$ cat src/rtl/uv_pm_pkg.sv
// Shared power-management definitions: controller state encoding and defaults.
package uv_pm_pkg;

    typedef enum logic [1:0] {
        StRun   = 2'd0,
        StIdle  = 2'd1,
        StGated = 2'd2,
        StWake  = 2'd3
    } pm_state_e;

    localparam int unsigned DefaultWakeDly = 4;

    // Bits needed to hold 0..max_val; never less than one bit.
    function automatic int unsigned cnt_width(input int unsigned max_val);
        return (max_val < 1) ? 1 : $clog2(max_val + 1);
    endfunction

endpackage

$ cat src/rtl/uv_sat_cnt.sv
// Saturating up-counter with synchronous clear; clear wins over increment.
module uv_sat_cnt #(
    parameter int unsigned W = 8
) (
    input  logic         clk,
    input  logic         rst_n,
    input  logic         clr,
    input  logic         inc,
    output logic [W-1:0] cnt
);

    logic [W-1:0] cnt_q;

    // Count up on inc, stick at all ones, clear on request.
    always_ff @(posedge clk or negedge rst_n) begin
        if (!rst_n) begin
            cnt_q <= '0;
        end else if (clr) begin
            cnt_q <= '0;
        end else if (inc && (cnt_q != '1)) begin
            cnt_q <= cnt_q + W'(1);
        end
    end

    assign cnt = cnt_q;

endmodule

$ cat src/rtl/uv_clk_gate_ctrl.sv
// Idle-detect clock gate controller. Runs on the free-running clock and drives the
// registered clk_en of a uv_clk_gate cell, plus a saturating gated-cycle statistic.
module uv_clk_gate_ctrl
    import uv_pm_pkg::*;
#(
    parameter int unsigned IDLE_CNT_W = 8,
    parameter int unsigned WAKE_DLY   = DefaultWakeDly,
    parameter int unsigned STAT_W     = 32
) (
    input  logic                  clk,
    input  logic                  rst_n,
    input  logic                  cfg_en,
    input  logic [IDLE_CNT_W-1:0] cfg_idle_thr,
    input  logic                  busy,
    input  logic                  wake_req,
    input  logic                  stat_clr,
    output logic                  clk_en,
    output logic                  gated,
    output logic                  wake_ack,
    output logic [STAT_W-1:0]     gated_cnt
);

    localparam int unsigned         WakeCntW = cnt_width(WAKE_DLY);
    localparam logic [WakeCntW-1:0] WakeLast = WakeCntW'(WAKE_DLY);

    pm_state_e             state_q, state_d;
    logic [IDLE_CNT_W-1:0] idle_cnt_q, idle_cnt_d;
    logic [WakeCntW-1:0]   wake_cnt_q, wake_cnt_d;
    logic                  clk_en_q, gated_q, wake_ack_q, wake_ack_d;
    logic                  wake_cond;

    // Any of these ends an idle run or a gated period.
    assign wake_cond = busy | wake_req | ~cfg_en;

    // Next-state and counter updates; WAKE ignores inputs until the settle window ends.
    always_comb begin
        state_d    = state_q;
        idle_cnt_d = idle_cnt_q;
        wake_cnt_d = wake_cnt_q;
        wake_ack_d = 1'b0;
        case (state_q)
            StRun: begin
                if (cfg_en && !busy && !wake_req) begin
                    state_d    = StIdle;
                    idle_cnt_d = '0;
                end
            end
            StIdle: begin
                if (wake_cond) begin
                    state_d    = StRun;
                    idle_cnt_d = '0;
                end else if (idle_cnt_q >= cfg_idle_thr) begin
                    // >= so a lowered threshold gates at once and the count never wraps.
                    state_d = StGated;
                end else begin
                    idle_cnt_d = idle_cnt_q + IDLE_CNT_W'(1);
                end
            end
            StGated: begin
                if (wake_cond) begin
                    state_d    = StWake;
                    wake_cnt_d = '0;
                end
            end
            StWake: begin
                if (wake_cnt_q == WakeLast) begin
                    state_d    = StRun;
                    wake_ack_d = 1'b1;
                end else begin
                    wake_cnt_d = wake_cnt_q + WakeCntW'(1);
                end
            end
            default: state_d = StRun;
        endcase
    end

    // State, counters and outputs all registered; outputs decoded from next state.
    always_ff @(posedge clk or negedge rst_n) begin
        if (!rst_n) begin
            state_q    <= StRun;
            idle_cnt_q <= '0;
            wake_cnt_q <= '0;
            clk_en_q   <= 1'b1;
            gated_q    <= 1'b0;
            wake_ack_q <= 1'b0;
        end else begin
            state_q    <= state_d;
            idle_cnt_q <= idle_cnt_d;
            wake_cnt_q <= wake_cnt_d;
            clk_en_q   <= (state_d != StGated);
            gated_q    <= (state_d == StGated);
            wake_ack_q <= wake_ack_d;
        end
    end

    uv_sat_cnt #(
        .W (STAT_W)
    ) u_gated_cnt (
        .clk   (clk),
        .rst_n (rst_n),
        .clr   (stat_clr),
        .inc   (state_q == StGated),
        .cnt   (gated_cnt)
    );

    assign clk_en   = clk_en_q;
    assign gated    = gated_q;
    assign wake_ack = wake_ack_q;

endmodule

$ cat config.mk
export PLATFORM = sky130hd
export DESIGN_NAME = uv_clk_gate_ctrl
export DESIGN_NICKNAME = d
export VERILOG_FILES = /design/src/rtl/uv_pm_pkg.sv /design/src/rtl/uv_sat_cnt.sv /design/src/rtl/uv_clk_gate_ctrl.sv
export SDC_FILE = /design/constraint.sdc
export NUM_CORES = 1
export LEC_CHECK = 0
export ABC_AREA = 1
export BUFFER_PORTS_ARGS = -buffer_cell sky130_fd_sc_hd__buf_4
export CAP_MARGIN = 5
export CELL_PAD_IN_SITES_DETAIL_PLACEMENT = 1
export CELL_PAD_IN_SITES_GLOBAL_PLACEMENT = 1
export CORE_MARGIN = 8
export CORE_UTILIZATION = 45
export CTS_BUF_LIST = sky130_fd_sc_hd__clkbuf_4
export DETAILED_ROUTE_END_ITERATION = 8
export GPL_TIMING_DRIVEN = 1
export PLACE_DENSITY = 0.9
export SYNTH_ARGS = -nofsm -noshare
export SYNTH_HDL_FRONTEND = slang
export SYNTH_SLANG_ARGS = --single-unit
export TNS_END_PERCENT = 1
$ cat constraint.sdc
create_clock -name clk -period 3.68 [get_ports clk]
set_input_delay 0.368 -clock clk [delete_from_list [all_inputs] [get_ports clk]]
set_output_delay 0.368 -clock clk [all_outputs]
set_load 0.02 [all_outputs]
# Word level (Yosys, flattened, before mapping)
# Cells that the tools add are included.
[word_totals] reg_bits=48 inputBits=14 output_inout_bits=35 wordCells=53
[op_classes] n_addsub=3 order_cmp=1 eq_ne=11 n_mux=17 bitwise_logic=3 reduce_logical=11
[ops] operator="2-to-1 mux 32 bit" n=2
[ops] operator="adder 32 x 1 -> 32 bit, second input constant" n=1
[ops] operator="!= test 32 bit, second input constant" n=1
[ops] operator="2-to-1 mux 8 bit" n=3
[ops] operator="one-hot mux 8 bit (2 select lines)" n=1
[ops] operator="2-to-1 mux 2 bit" n=5
[ops] operator="adder 8 x 1 -> 8 bit, second input constant" n=1
[ops] operator="greater-or-equal comparator 8 bit" n=1
[ops] operator="!= test 2 bit, second input constant" n=4
[ops] operator="one-hot mux 2 bit (4 select lines)" n=1
[ops] operator="equality test 2 bit, second input constant" n=3
[ops] operator="2-to-1 mux 3 bit" n=2
[ops] operator="one-hot mux 3 bit (2 select lines)" n=1
[ops] operator="AND reduction 3 bit" n=2
[ops] operator="nonzero test 2 bit" n=3
[ops] operator="adder 3 x 1 -> 3 bit, second input constant" n=1
[ops] operator="equality test 3 bit, second input constant" n=1
[ops] operator="logical AND 1 bit" n=3
[ops] operator="!= test 3 bit, second input constant" n=1
[ops] operator="equality test 2 x 1 -> 1 bit, second input constant" n=1
[ops] operator="logical NOT 1 bit" n=2
[ops] operator="logical NOT 2 bit" n=1
[ops] operator="2-to-1 mux 1 bit" n=2
[ops] operator="bitwise OR 1 bit" n=2
[ops] operator="inverter 1 bit" n=1

# Logic depth before layout (Yosys ltp)
# Gate-level depths: netlist (run 1).
[depth] word_depth=6 mapped_depth=13 ltp_nobuf=13

# By module
# A second synthesis (run 1) with hierarchy kept.
[hier_totals] cells_unflattened=494 hier_area_um2=3372.0
[by_module_without_submodules] module="uv_sat_cnt" instances=1 cells_each=345 area_each_um2=2243.4 seq_area_each_um2=800.8
[by_module_without_submodules] module="uv_clk_gate_ctrl" instances=1 cells_each=149 area_each_um2=1128.6 seq_area_each_um2=401.6

# Worst setup path before layout (run 1)
# Ideal clock, no wire load.
[synth_timing] path_kind="reg-to-reg" start="register u_gated_cnt.cnt_q[0] (netlist: u_gated_cnt.cnt[0])" end="register u_gated_cnt.cnt_q[31] (netlist: u_gated_cnt.cnt[31])" setup_ns=0.065 arrival_time_ns=1.766 required_time_ns=3.615 path_slack_ns=1.849 stages_incl_launch_ff=14 path_buffers=2 synth_period_minus_slack_ns=1.831 path_cell_list="dfrtp_1 > ha_1 > inv_1 > nor2_4 > nand2_4 > nor2_4 > nand2_2 > nand2_2 > nand2_4 > clkinv_2 > buf_6 > buf_8 > nand2_1 > nand2_1"
[synth_via] elab_chain_cells=3 word_cells_on_any_way=6 cone_classes="add/sub: 1; eq/ne: 1; mux: 2; reduce/logical: 2"
[synth_rtl] element="from (decl)" line_no="uv_sat_cnt.sv:12" source="logic [W-1:0] cnt_q;"
[synth_rtl] element="from (signal assigned)" line_no="uv_sat_cnt.sv:21" source="cnt_q <= cnt_q + W'(1);"
[synth_rtl] element="adder 32 x 1 -> 32 bit or != test 32 bit (tied branches)" line_no="uv_sat_cnt.sv:21, uv_sat_cnt.sv:20"
[synth_rtl] element="2-to-1 mux 32 bit or logical AND 1 bit (tied branches)" line_no="uv_sat_cnt.sv:20" source="end else if (inc && (cnt_q != '1)) begin"
[synth_rtl] element="2-to-1 mux 32 bit or nonzero test 2 bit (tied branches)"
# Parallel ways exist; a longest one is shown, timed or not. The select of a mux whose other input is x is not followed.
# A chain may end at the register's enable or synchronous reset.

# Final worst setup path (run 1)
[layout_timing] start="register u_gated_cnt.cnt_q[0] (netlist: u_gated_cnt.cnt[0])" end="register u_gated_cnt.cnt_q[0] (netlist: u_gated_cnt.cnt[0])"
# Same word-level chain as after synthesis.

==> results of run 1 <==
[worst max-delay path, stage by stage, from the launching register on]
cell and delay [ps]:
sky130_fd_sc_hd__dfrtp_1 460, sky130_fd_sc_hd__ha_1 260, sky130_fd_sc_hd__inv_1 110, sky130_fd_sc_hd__nor2_4 70
sky130_fd_sc_hd__nand2_4 100, sky130_fd_sc_hd__nor2_4 50, sky130_fd_sc_hd__nand2_2 70, sky130_fd_sc_hd__nand2_2 70
sky130_fd_sc_hd__inv_1 610, sky130_fd_sc_hd__nand3_1 180, sky130_fd_sc_hd__o21ai_0 140
[state kept, by name (all words and copies together), names as in the netlist]
register         flops
gated                1
u_gated_cnt.cnt     32
idle_cnt_q           8
state_q              2
wake_cnt_q           3
clk_en               1
wake_ack             1
[cell usage in the layout (no fill, tap or decap), drive strengths merged]
cell type and instances:
nand2 207, nor2 76, inv 54, buf 49, dfrtp 47, nand3 40
nand4 23, ha 12, clkbuf 8, xor2 5, o21ai 5, or2 5
a21oi 4, o21bai 4, nor3 3, xnor2 3, nand3b 2, clkinv 2
a21o 1, nor4 1, dfstp 1
[layer usage]
layer | vias up | track usage [%] | share of wire, %
li1 | 1674 | - | -
met1 | 1642 | 25.1 | 43
met2 | 79 | 37.7 | 50
met3 | 15 | 3.16 | 4.5
met4 | 0 | 7.22 | 2.0
met5 | - | 0 | 0
[final timing paths]
check / start / end / slack (ps) / depth (start not counted)
max in group asynchronous: rst_n / u_gated_cnt.cnt[5] / 3250 / 1
max: u_gated_cnt.cnt[0] / u_gated_cnt.cnt[0] / 1490 / 10
min reg2reg: wake_cnt_q[2] / wake_cnt_q[2] / 490 / 1
min: rst_n / idle_cnt_q[1] / 0.4 / 1
max reg2reg: u_gated_cnt.cnt[0] / u_gated_cnt.cnt[0] / 1490 / 10
min in group clk: stat_clr / u_gated_cnt.cnt[12] / 290 / 4
[cell families after synthesis]
group / count (synthesis) / synth area share (%)
AND/OR/NAND/NOR: 357 / 46.1
buffers and inverters: 63 / 7.94
flip-flops: 48 / 36.7
AO/OA/AOI/OAI: 14 / 2.52
adder cells (fa/ha/maj): 12 / 4.58
XOR/XNOR: 8 / 2.14
[final cells by class]
class / count / area, sq um / area share, %
clock buffers: 8 / 60.1 / 1.59
flip-flops and latches: 48 / 1200 / 31.8
inverters: 56 / 211 / 5.59
well taps: 99 / 124 / 3.28
multi-input cells: 391 / 1810 / 48.0
repair buffers: 49 / 368 / 9.73
[power groups by stage]
stage          clock (mW)  sequential [mW]  combinational (mW)
6_report            0.269            0.531              0.0569
5_1_grt             0.295            0.531              0.0643
4_1_cts             0.279            0.531              0.0581
3_5_place_dp            0            0.541              0.0580
3_3_place_gp            0            0.540              0.0551
2_1_floorplan           0            0.540              0.0279
==> impl_summary.md, run 1 <==
Clocking
In this run, post-CTS repair resized a total of 0 instances. After clock tree synthesis, the setup repair step added 0 buffers. CTS built an H-tree with a depth of 2. The number of hold buffers added after CTS was 0. TritonCTS built the clock tree. The clock-pin slew on the worst setup and hold paths is 130 ps.

Clock tree synthesis found a total of 48 sinks. The clock tree root driver cell is sky130_fd_sc_hd__clkbuf_4. Clock tree synthesis inserted a total of 5 buffers. The number of buffers on the longest clock path is 2. The source-to-sink clock delay at the later pin of the worst-skew pair is 370 ps.

Finish
Cells with a size suffix above 1 make up 12.9% of the layout. At the end of the flow, the number of nets in the layout was 577. Relative to the synthesized area, the layout overhead comes to 15.3%.

The number of cells in the finished layout apart from fillers is 651. The cell area after layout is 3780 sq um. Cells fill 53.0% of the core in the end. The number of inserted diodes is 0.

Counting the fill cells in the layout gives 997.

Timing
The worst hold margin is 0.400 ps. Across the routed clock network, the largest skew measured is 17.5 ps. The final period demand of the worst path is 2190 ps.

The remaining max-slew budget at the tightest pin is 46.2%. The final critical path takes up 59.6% of the cycle. The actual transition at the worst max-transition pin is 806 ps. The count of endpoints failing setup in the final report is 0. Setup repair after global routing left no endpoint under its margin.

After routing, the total negative slack on setup checks comes to 0 ps. The worst path meets setup with 1490 ps of slack. Timing would allow up to 456 MHz. The count of endpoints failing hold in the final timing report is 0. The final max-slew violation count is 0.

Die
The total area inside the core boundary comes to 7140 sq um. In this run the vertical extent of the chip is 101 microns. After floorplanning, the core was divided into 31 placement rows. The die covers 10300 sq um.

The I/O pin count is 49. Once the floorplan was initialized, standard cells occupied 45.9% of the core. The horizontal die dimension is 101 microns.

Pwr
VDD sags by at most 107 uV. The analysis attributes to net switching a power of 0.212 mW. The design draws 0.856 mW.

Internal power comes to 0.644 mW. In this run switching power makes up 24.7% of total power. The combinational fraction of design power is 6.6%. In this run, the clock network consumes 31.4% of the power. Summed over all cells, the static leakage comes to 1.99 nW. The power per cell area is 227 nW/um^2. Sequential cells burn 62.0% of the power.

Synthesis
The cell type with the largest total area after synthesis is sky130_fd_sc_hd__dfrtp_1. Yosys mapped a number of flops with a built-in enable equal to 0. Sequential cells were found to cover 36.7% of the synthesized design area. The Yosys step of the flow raised 0 warnings. After synthesis, the netlist uses 28 different library cells. The count of state elements after synthesis is 48. The number of nets in the synthesized netlist is 528. The share of flip-flops with an asynchronous set or reset is 100%. The most used standard cell by instance count after synthesis is sky130_fd_sc_hd__nand2_1. Yosys attributes the largest share of cell area to sky130_fd_sc_hd__dfrtp_1 36%, sky130_fd_sc_hd__nand2_1 23%, sky130_fd_sc_hd__nor2_1 8.4%. The mean cell area of the mapped netlist is 6.53 sq um. After synthesis the cells add up to 3280 sq um. The area share of the leading cell type in the synthesized netlist is 35.9%. The most frequently used flop master after synthesis is sky130_fd_sc_hd__dfrtp_1. Sorting the synthesized cells by how often they occur yields 203 x sky130_fd_sc_hd__nand2_1, 73 x sky130_fd_sc_hd__nor2_1, 54 x sky130_fd_sc_hd__inv_1. The cell count after synthesis came out at 502.

Detailed routing
The total DRC errors in the routed layout is 0. The count of nets left with antenna violations once routing finished came out at 0. The average wire length per cell after detail routing is 15.5 microns. The count of TritonRoute iterations in the first routing pass is 4. The number of vias per cell after detailed routing is 5.24. The routed layout has 3410 vias. The number of DRC markers in iteration 0 is 148.

The total detailed-routing wirelength is 10100 microns.

Placement
The post-detailed-placement half-perimeter wirelength is 7840 microns. The placed instances occupy a cell area of 3720 sq um. The placement-stage worst setup slack is 1510 ps. Counting tap cells, the placed design contains a total of 643 instances. Routability-driven placement finished with a final weighted congestion of 0.868. Input and output buffers added on the ports amount to 48.

Critical path
The endpoint kind of the worst setup timing path is a flop. At the worst endpoint, the required time is 3960 ps. The kind of start point of the critical path is a flop. In this run the worst path has a maximum fanout of 24. The arrival time at the worst endpoint is 2470 ps. The setup path with the least slack is of type reg2reg.

Global route
The first global-routing pass estimated 17500 microns of wire. The number of antenna violations at the first check in global routing is 0. Entering global routing, the biggest net connects 49 pins. The total global routing overflow is 0.

For this run, the total global-route usage over all layers was measured as 21.1%. The number of global-route vias before repair is 3714.

Run
The max-cap check violation count is 0.

Outcome
The run finished with clean final reports.

Min path
The path class of the lowest-slack min-delay path is in2async.
No activity file was read; power rests on OpenSTA's default activity.
==> run 2, diff against run 1 <==
Settings changed: ABC_AREA 1 to 0, CORE_UTILIZATION 45 to 44, PLACE_DENSITY 0.9 to 0.84.
Clock period 3.68 ns to 2.11 ns, I/O delays scaled along.
==> impl_summary.md, run 2 <==
Detailed routing
The total DRC errors in the routed layout came to 0 (unchanged). The count of TritonRoute iterations in the first routing pass was 4 (unchanged). The met3 routed wirelength was 392 microns (-13%).

The number of vias per cell after detailed routing is 5.92 (+13%). The sum of met2 wire segment lengths after detailed routing is 4400 microns (-13%). The number of DRC markers in iteration 0 is 96 (-35%). The routed length on met1 came to 3440 microns (-21%). The detailed-route via count came to 2710 (-21%). The residual antenna-violating net count after detailed routing is 0 (unchanged). The total detailed-routing wirelength was 8500 microns (-16%). The average wire length per cell after detail routing is 18.6 microns (+20%). The top routing layer in use is met4.

Synthesis
The area share of the leading cell type in the synthesized netlist came to 41.5% (+5.6 points). Sorting the synthesized cells by area gives the leading types as sky130_fd_sc_hd__dfrtp_1 41%, sky130_fd_sc_hd__ha_1 5.3%, sky130_fd_sc_hd__a21oi_1 4.9%. The share of flip-flops with an asynchronous set or reset came to 100% (unchanged).

The combined area of all synthesized cells came to 2840 sq um (-13%). The cell count after synthesis came to 313 (-38%). The mean cell area of the mapped netlist is 9.06 sq um (+39%). The most used standard cell by instance count after synthesis is sky130_fd_sc_hd__dfrtp_1. By count the netlist is led by 47 x sky130_fd_sc_hd__dfrtp_1, 29 x sky130_fd_sc_hd__nand2_1, 28 x sky130_fd_sc_hd__a21oi_1. The most frequently used flop master after synthesis is sky130_fd_sc_hd__dfrtp_1. The count of state elements after synthesis is 48 (unchanged).

The yosys synthesis warning count is 0 (unchanged). The number of distinct library cell variants in the gate-level netlist after synthesis came to 44 (+57%). The number of enable-type register cells in the synthesized netlist is 0 (unchanged).

The cell type with the largest total area after synthesis is sky130_fd_sc_hd__dfrtp_1. The sequential area share after synthesis is 42.4% (+5.7 points). The number of nets in the synthesized netlist is 339 (-36%).

Finish
The flip-flop count of the largest register, all copies and words added is 32 (unchanged). The number of inserted diodes was 0 (unchanged). The share of layout cells above drive strength 1 is 25.5% (+13 points). In the layout the commonest cells are 74 x sky130_fd_sc_hd__buf_4, 47 x sky130_fd_sc_hd__dfrtp_1, 29 x sky130_fd_sc_hd__nand2_1. Leaving out fill and tap cells, the most frequent cell in the layout is sky130_fd_sc_hd__buf_4.

The cell area after layout was 3590 sq um (-5.0%). The count of nets after finishing was 406 (-30%). The number of cells in the finished layout apart from fillers came to 458 (-30%).

From synthesis to final layout, the design area changed by 26.6%.

Timing
The worst clock skew is 12.5 ps (-5.01 ps). The final max-slew violation count was 0 (unchanged). The count of endpoints failing hold in the final timing report was 0 (unchanged).

The remaining max-slew budget at the tightest pin is 45.2% (-0.95 points). The actual transition at the worst max-transition pin is 820 ps (+13.5 ps). Setup repair after global routing could not meet its margin everywhere.

The count of endpoints failing setup in the final report is 9 (+9). The achievable clock frequency is 448 MHz (-1.8%). The worst hold margin is 191 ps (+191 ps).

The final period demand of the worst path is 2230 ps (+39.7 ps). The final worst slack is -123 ps (-1610 ps). The share of the clock period used by the worst path is 106% (+46 points).

Clocking
The number of buffers on the longest clock path came to 2 (unchanged). The source-to-sink clock delay at the later pin of the worst-skew pair is 360 ps (about the same). TritonCTS built the clock tree. The number of buffers added by the clock tree synthesis step is 5 (unchanged). The clock-pin slew on the worst setup and hold paths is 140 ps (about the same). The number of sinks handled by clock tree synthesis came to 48 (unchanged).

The depth of the CTS H-tree is 2 (unchanged). CTS placed an instance of sky130_fd_sc_hd__clkbuf_4 at the clock tree root.

Critical path
The data required time of the worst path is 2410 ps (-1550 ps). STA classifies the critical path endpoint as a flop. The kind of start point of the critical path is a flop. The critical path is of the reg2reg type. The critical path goes through inv_1, ha_1, nand2b_4, a2111oi_4, o311ai_4, buf_4, or4_4, nand3_2. The delay of the slowest cell on the worst path is 480 ps (-130 ps).

The reg2reg setup slack is -120 ps (-1610 ps). The length in cells of the worst reg-to-reg path is 8 (-2). On the critical path, the stage with the largest delay is an instance of sky130_fd_sc_hd__or4_4. The largest fanout on the critical path is 4 (-83%).

The arrival time at the worst endpoint is 2530 ps (+60 ps).

Global route
The largest net degree at the start of global routing is 49 (unchanged). The number of global-route vias before repair is 2806 (-24%). The overall routing resource usage was 19.3% (-1.8 points). The total global routing overflow is 0 (unchanged). The number of antenna violations at the first check in global routing is 0 (unchanged). The global-route wire length before repair is 14100 microns (-20%).

Outcome
The final reports fail on negative setup slack. The flow ran to the end, but the final reports show violations.

Pwr
The peak ir drop on the vdd network is 319 uV (+200%). The total power after layout is 1.66 mW (+93%). The reported leakage power is 1.64 nW (-18%). The power per cell area is 461 nW/um^2 (+100%).

Placement
The cell count after placement is 449 (-30%). The post-detailed-placement half-perimeter wirelength is 5890 microns (-25%). The instance area at placement is 3420 sq um (-8.0%). The global placement routability congestion came to 0.765 (-12%).

The number of port buffers was 48 (unchanged).

Die
The vertical die dimension is 96.3 microns (-5.0%). The full die area is 9270 sq um (-9.7%). The area of the core is 6280 sq um (-12%). The number of placement rows is 29 (-6.5%). The horizontal die dimension is 96.3 microns (-5.0%). The I/O pin count is 49 (unchanged). The starting utilization of the core area was 45.2% (-0.73 points).

Run
The max-cap check violation count is 0 (unchanged).

Min path
The min-delay analysis places its worst path in the category in2reg. Along the worst hold path, the cell count comes to 3.
run 2: changes by cell type after synthesis, moves of 6 or more:
cell,delta
sky130_fd_sc_hd__clkbuf_1,+7
sky130_fd_sc_hd__nor2_1,-61
sky130_fd_sc_hd__or3_1,+16
sky130_fd_sc_hd__or4_1,+12
sky130_fd_sc_hd__o31ai_1,+9
sky130_fd_sc_hd__and4_1,+6
sky130_fd_sc_hd__nand4_1,-13
sky130_fd_sc_hd__nand3_1,-24
sky130_fd_sc_hd__nand2_1,-174
sky130_fd_sc_hd__a21oi_1,+24
sky130_fd_sc_hd__inv_1,-36
sky130_fd_sc_hd__o21ai_0,+18
run 2: timing repair:
| action | CTS | global route |
|---|---|---|
| gates resized for setup | 11 | 5 |
| buffers inserted | 0 | 0 |
| hold buffers | 1 | 0 |
| pin swaps | 3 | 0 |
| setup endpoints to repair | 12 | 20 |
| hold endpoints to repair | 47 | 0 |
run 2: worst paths after layout:
kind | from | to
worst max-delay path | idle_cnt_q[0] | idle_cnt_q[0]
worst min-delay path | cfg_en | gated
worst max register to register | idle_cnt_q[0] | idle_cnt_q[0]
worst min register to register | u_gated_cnt.cnt[15] | u_gated_cnt.cnt[15]
max in group asynchronous | rst_n | idle_cnt_q[1]
min in group asynchronous | rst_n | u_gated_cnt.cnt[21]
run 2: kinds of logic (layout without fill, tap and decap cells):
group | after synthesis | count (layout) | share of synthesized area (%)
AO/OA/AOI/OAI | 82 | 82 | 17.6
XOR/XNOR | 6 | 6 | 1.85
adder cells (fa/ha/maj) | 12 | 12 | 5.29
buffers and inverters | 33 | 101 | 4.68
flip-flops | 48 | 48 | 42.4
multiplexers | 5 | 5 | 1.76
AND/OR/NAND/NOR | 127 | 127 | 26.4
run 2: layer usage:
| layer | vias to the layer above | GRT usage [%] |
|---|---|---|
| met2 | 56 | 34.6 |
| met4 | 0 | 7.82 |
| met5 | - | 0 |
| li1 | 1298 | - |
| met3 | 10 | 3.74 |
| met1 | 1346 | 21.9 |
run 2: per-stage QoR:
step	TNS (ps)	utilization (%)	setup slack, ps
2_1_floorplan	-163	-	-44.7
4_1_cts	-45.7	56.8	-35.2
6_report	-629	57.2	-123
3_3_place_gp	-1240	54.5	-201
5_1_grt	-1860	57.2	-225
3_5_place_dp	-2550	54.5	-318
run 2: report_power, final:
group / internal [mW] / switching (mW) / leakage (nW)
logic: 0.0603 / 0.0984 / 0.939
registers: 0.936 / 0.00969 / 0.659
clock network: 0.243 / 0.308 / 0.0403
total: 1.24 / 0.416 / 1.64
run 2: area by class of cell:
cell class / count / area (sq um)
fillers: 732 / 2690
inverters: 18 / 67.6
flip-flops and latches: 48 / 1200
clock inverters: 3 / 37.5
repair buffers: 75 / 566
multi-input cells: 232 / 1580
clock buffers: 5 / 37.5
well taps: 77 / 96.3
run 2: critical path: cells and delay by family (launching register included):
kind / cells / cell delay [ps]
flip-flops: 1 / 370
buffers and inverters: 2 / 240
AO/OA/AOI/OAI: 2 / 600
adder cells (fa/ha/maj): 1 / 270
AND/OR/NAND/NOR: 3 / 700
==> run 3, diff against run 2 <==
Settings changed: ABC_AREA 0 to 1, CELL_PAD_IN_SITES_DETAIL_PLACEMENT 1 to unset, CELL_PAD_IN_SITES_GLOBAL_PLACEMENT 1 to unset, CORE_UTILIZATION 44 to 59, MAX_ROUTING_LAYER set to met4.
==> impl_summary.md, run 3 (synthesis gave the netlist of run 1 again) <==
Detailed routing
The number of vias per cell after detailed routing was 5.31 (-10%). The detailed-route via count is 3369 (+24%). The count of TritonRoute iterations in the first routing pass is 5 (+1).

The total detailed-routing wirelength is 8680 microns (+2.0%). The number of DRC markers in iteration 0 was 336 (+250%). The total DRC errors in the routed layout was 0 (unchanged). The average wire length per cell after detail routing was 13.7 microns (-26%). The residual antenna-violating net count after detailed routing is 0 (unchanged).

Clocking
The clock-pin slew on the worst setup and hold paths is 160 ps (+20 ps). The number of sinks handled by clock tree synthesis was 48 (unchanged). TritonCTS built the clock tree.

The clock tree root driver cell is sky130_fd_sc_hd__clkbuf_4. The number of buffers added by the clock tree synthesis step is 5 (unchanged). The source-to-sink clock delay at the later pin of the worst-skew pair came to 370 ps (about the same). The depth of the CTS H-tree was 2 (unchanged).

The number of buffers on the longest clock path is 2 (unchanged).

Placement
The global placement routability congestion came to 0.951 (+24%). The post-detailed-placement half-perimeter wirelength is 6660 microns (+13%). The number of port buffers is 48 (unchanged).

Finish
The final standard cell utilization of the core is 71.2% (+14 points). The combined flip-flop and latch cell area is 1200 sq um (unchanged). In the layout the commonest cells are 203 x sky130_fd_sc_hd__nand2_1, 73 x sky130_fd_sc_hd__nor2_1, 58 x sky130_fd_sc_hd__buf_4. Leaving out fill and tap cells, the most frequent cell in the layout is sky130_fd_sc_hd__nand2_1. The area used by multi-input combinational logic came to 1810 sq um (+15%). The flip-flop count of the largest register, all copies and words added is 32 (unchanged). The number of inserted diodes is 0 (unchanged). The share of layout cells above drive strength 1 was 14.2% (-11 points). The count of filler cells inserted in the layout is 465 (-36%). The area growth from synthesis to layout is 18.1%. The count of nets after finishing was 587 (+45%).

Timing
The share of the clock period used by the worst path is 87.8% (-18 points). The worst clock skew is 16.3 ps (+3.81 ps). The actual transition at the worst max-transition pin is 597 ps (-223 ps).

The remaining max-slew budget at the tightest pin is 60.2% (+15 points). Setup repair after global routing left no endpoint under its margin. The post-route setup TNS is 0 ps (+629 ps).

The count of endpoints failing hold in the final timing report is 0 (unchanged). The count of endpoints failing setup in the final report is 0 (-9). The achievable clock frequency is 540 MHz (+20%). The final max-slew violation count is 0 (unchanged). The final period demand of the worst path is 1850 ps (-380 ps).

Pwr
The peak ir drop on the vdd network is 374 uV (+17%). The total power after layout is 1.72 mW (+3.7%). The reported leakage power is 2.06 nW (+26%). The power per cell area is 444 nW/um^2 (-3.8%).

Critical path
The critical setup path kind is reg2reg. The data required time of the worst path is 2420 ps (about the same). The worst setup path is captured at a flop. The kind of start point of the critical path is a flop. The arrival time at the worst endpoint was 2160 ps (-370 ps).

The largest fanout on the critical path is 29 (+25).

Global route
The largest net degree at the start of global routing is 49 (unchanged). The global-route wire length before repair is 14900 microns (+5.7%). The overall routing resource usage was 22.2% (+2.8 points). The number of global-route vias before repair is 3226 (+15%). The most used routing layer is met2. The number of antenna violations at the first check in global routing is 0 (unchanged). The met1 usage came to 28.8% (+6.9 points).

The total global routing overflow is 0 (unchanged). The met3 track demand over resource was 4.99% (+1.2 points). The met2 track demand over resource in global routing is 34.0% (-0.64 points).

Die
The horizontal die dimension came to 90.5 microns (-6.0%). The I/O pin count came to 49 (unchanged). The number of placement rows is 27 (-6.9%).

The vertical die dimension was 90.5 microns (-6.0%). The full die area is 8190 sq um (-12%). The starting utilization of the core area was 60.2% (+15 points).

The area of the core was 5440 sq um (-13%).

Run
The max-cap check violation count is 0 (unchanged).

Min path
The path class of the lowest-slack min-delay path is in2reg.

Outcome
The flow ran to the end, and the final reports show no timing, DRC or antenna violations.
[run 3: final timing paths]
check / start / endpoint / slack, ps / cells after the start
hold / removal: stat_clr / u_gated_cnt.cnt[12] / 120 / 4
max in group asynchronous: rst_n / u_gated_cnt.cnt[13] / 1330 / 2
setup / recovery: u_gated_cnt.cnt[1] / u_gated_cnt.cnt[13] / 260 / 11
min in group asynchronous: rst_n / wake_cnt_q[2] / 370 / 2
setup reg to reg: u_gated_cnt.cnt[1] / u_gated_cnt.cnt[13] / 260 / 11
hold reg to reg: wake_cnt_q[2] / wake_cnt_q[2] / 490 / 1
[run 3: power breakdown]
part | switching (mW) | leakage (nW) | internal, mW
Clock | 0.318 | 0.0558 | 0.373
Combinational | 0.0683 | 1.34 | 0.0318
Sequential | 0.00281 | 0.662 | 0.923
Total | 0.389 | 2.06 | 1.33
[run 3: per-layer routing]
metal  share of wire, %  routed length, microns
met5                  0                       0
met4                1.2                     101
met3                7.1                     615
met2                 46                    3950
met1                 46                    4010
[run 3: what timing repair did]
action | 4_1_cts | 5_1_grt
endpoints found under the setup margin | 0 | 1
setup buffers | 0 | 0
endpoints found under the hold margin | 47 | 0
hold buffers | 1 | 0
resized for setup | 0 | 1
[run 3: final cells by class]
class,count,area share (%)
Inverter,56,5.49
Sequential cell,48,31.1
Multi-Input combinational cell,391,46.9
Clock buffer,5,0.970
Timing Repair Buffer,59,11.5
Clock inverter,3,1.78
Tap cell,72,2.33
[run 3: stage by stage]
step                cells  area, sq um  worst slack [ps]  hold slack (ps)
floorplan             502         3280               279            -84.6
global placement      625         3750               305              254
detailed placement    625         3750               207              262
CTS                   634         3870               186              105
global route          634         3870              93.9              116
finish                634         3870               256              119
[run 3: critical path, stage by stage (launching register included)]
cell                      delay (ps)
sky130_fd_sc_hd__dfrtp_1         450
sky130_fd_sc_hd__ha_1            210
sky130_fd_sc_hd__inv_1            80
sky130_fd_sc_hd__nor2_4          140
sky130_fd_sc_hd__nand2_4          80
sky130_fd_sc_hd__nor2_4          150
sky130_fd_sc_hd__nand2_2          80
sky130_fd_sc_hd__nand2_2          90
sky130_fd_sc_hd__nand2_4          90
sky130_fd_sc_hd__inv_4           250
sky130_fd_sc_hd__nand2_1          90
sky130_fd_sc_hd__nand2_1          80
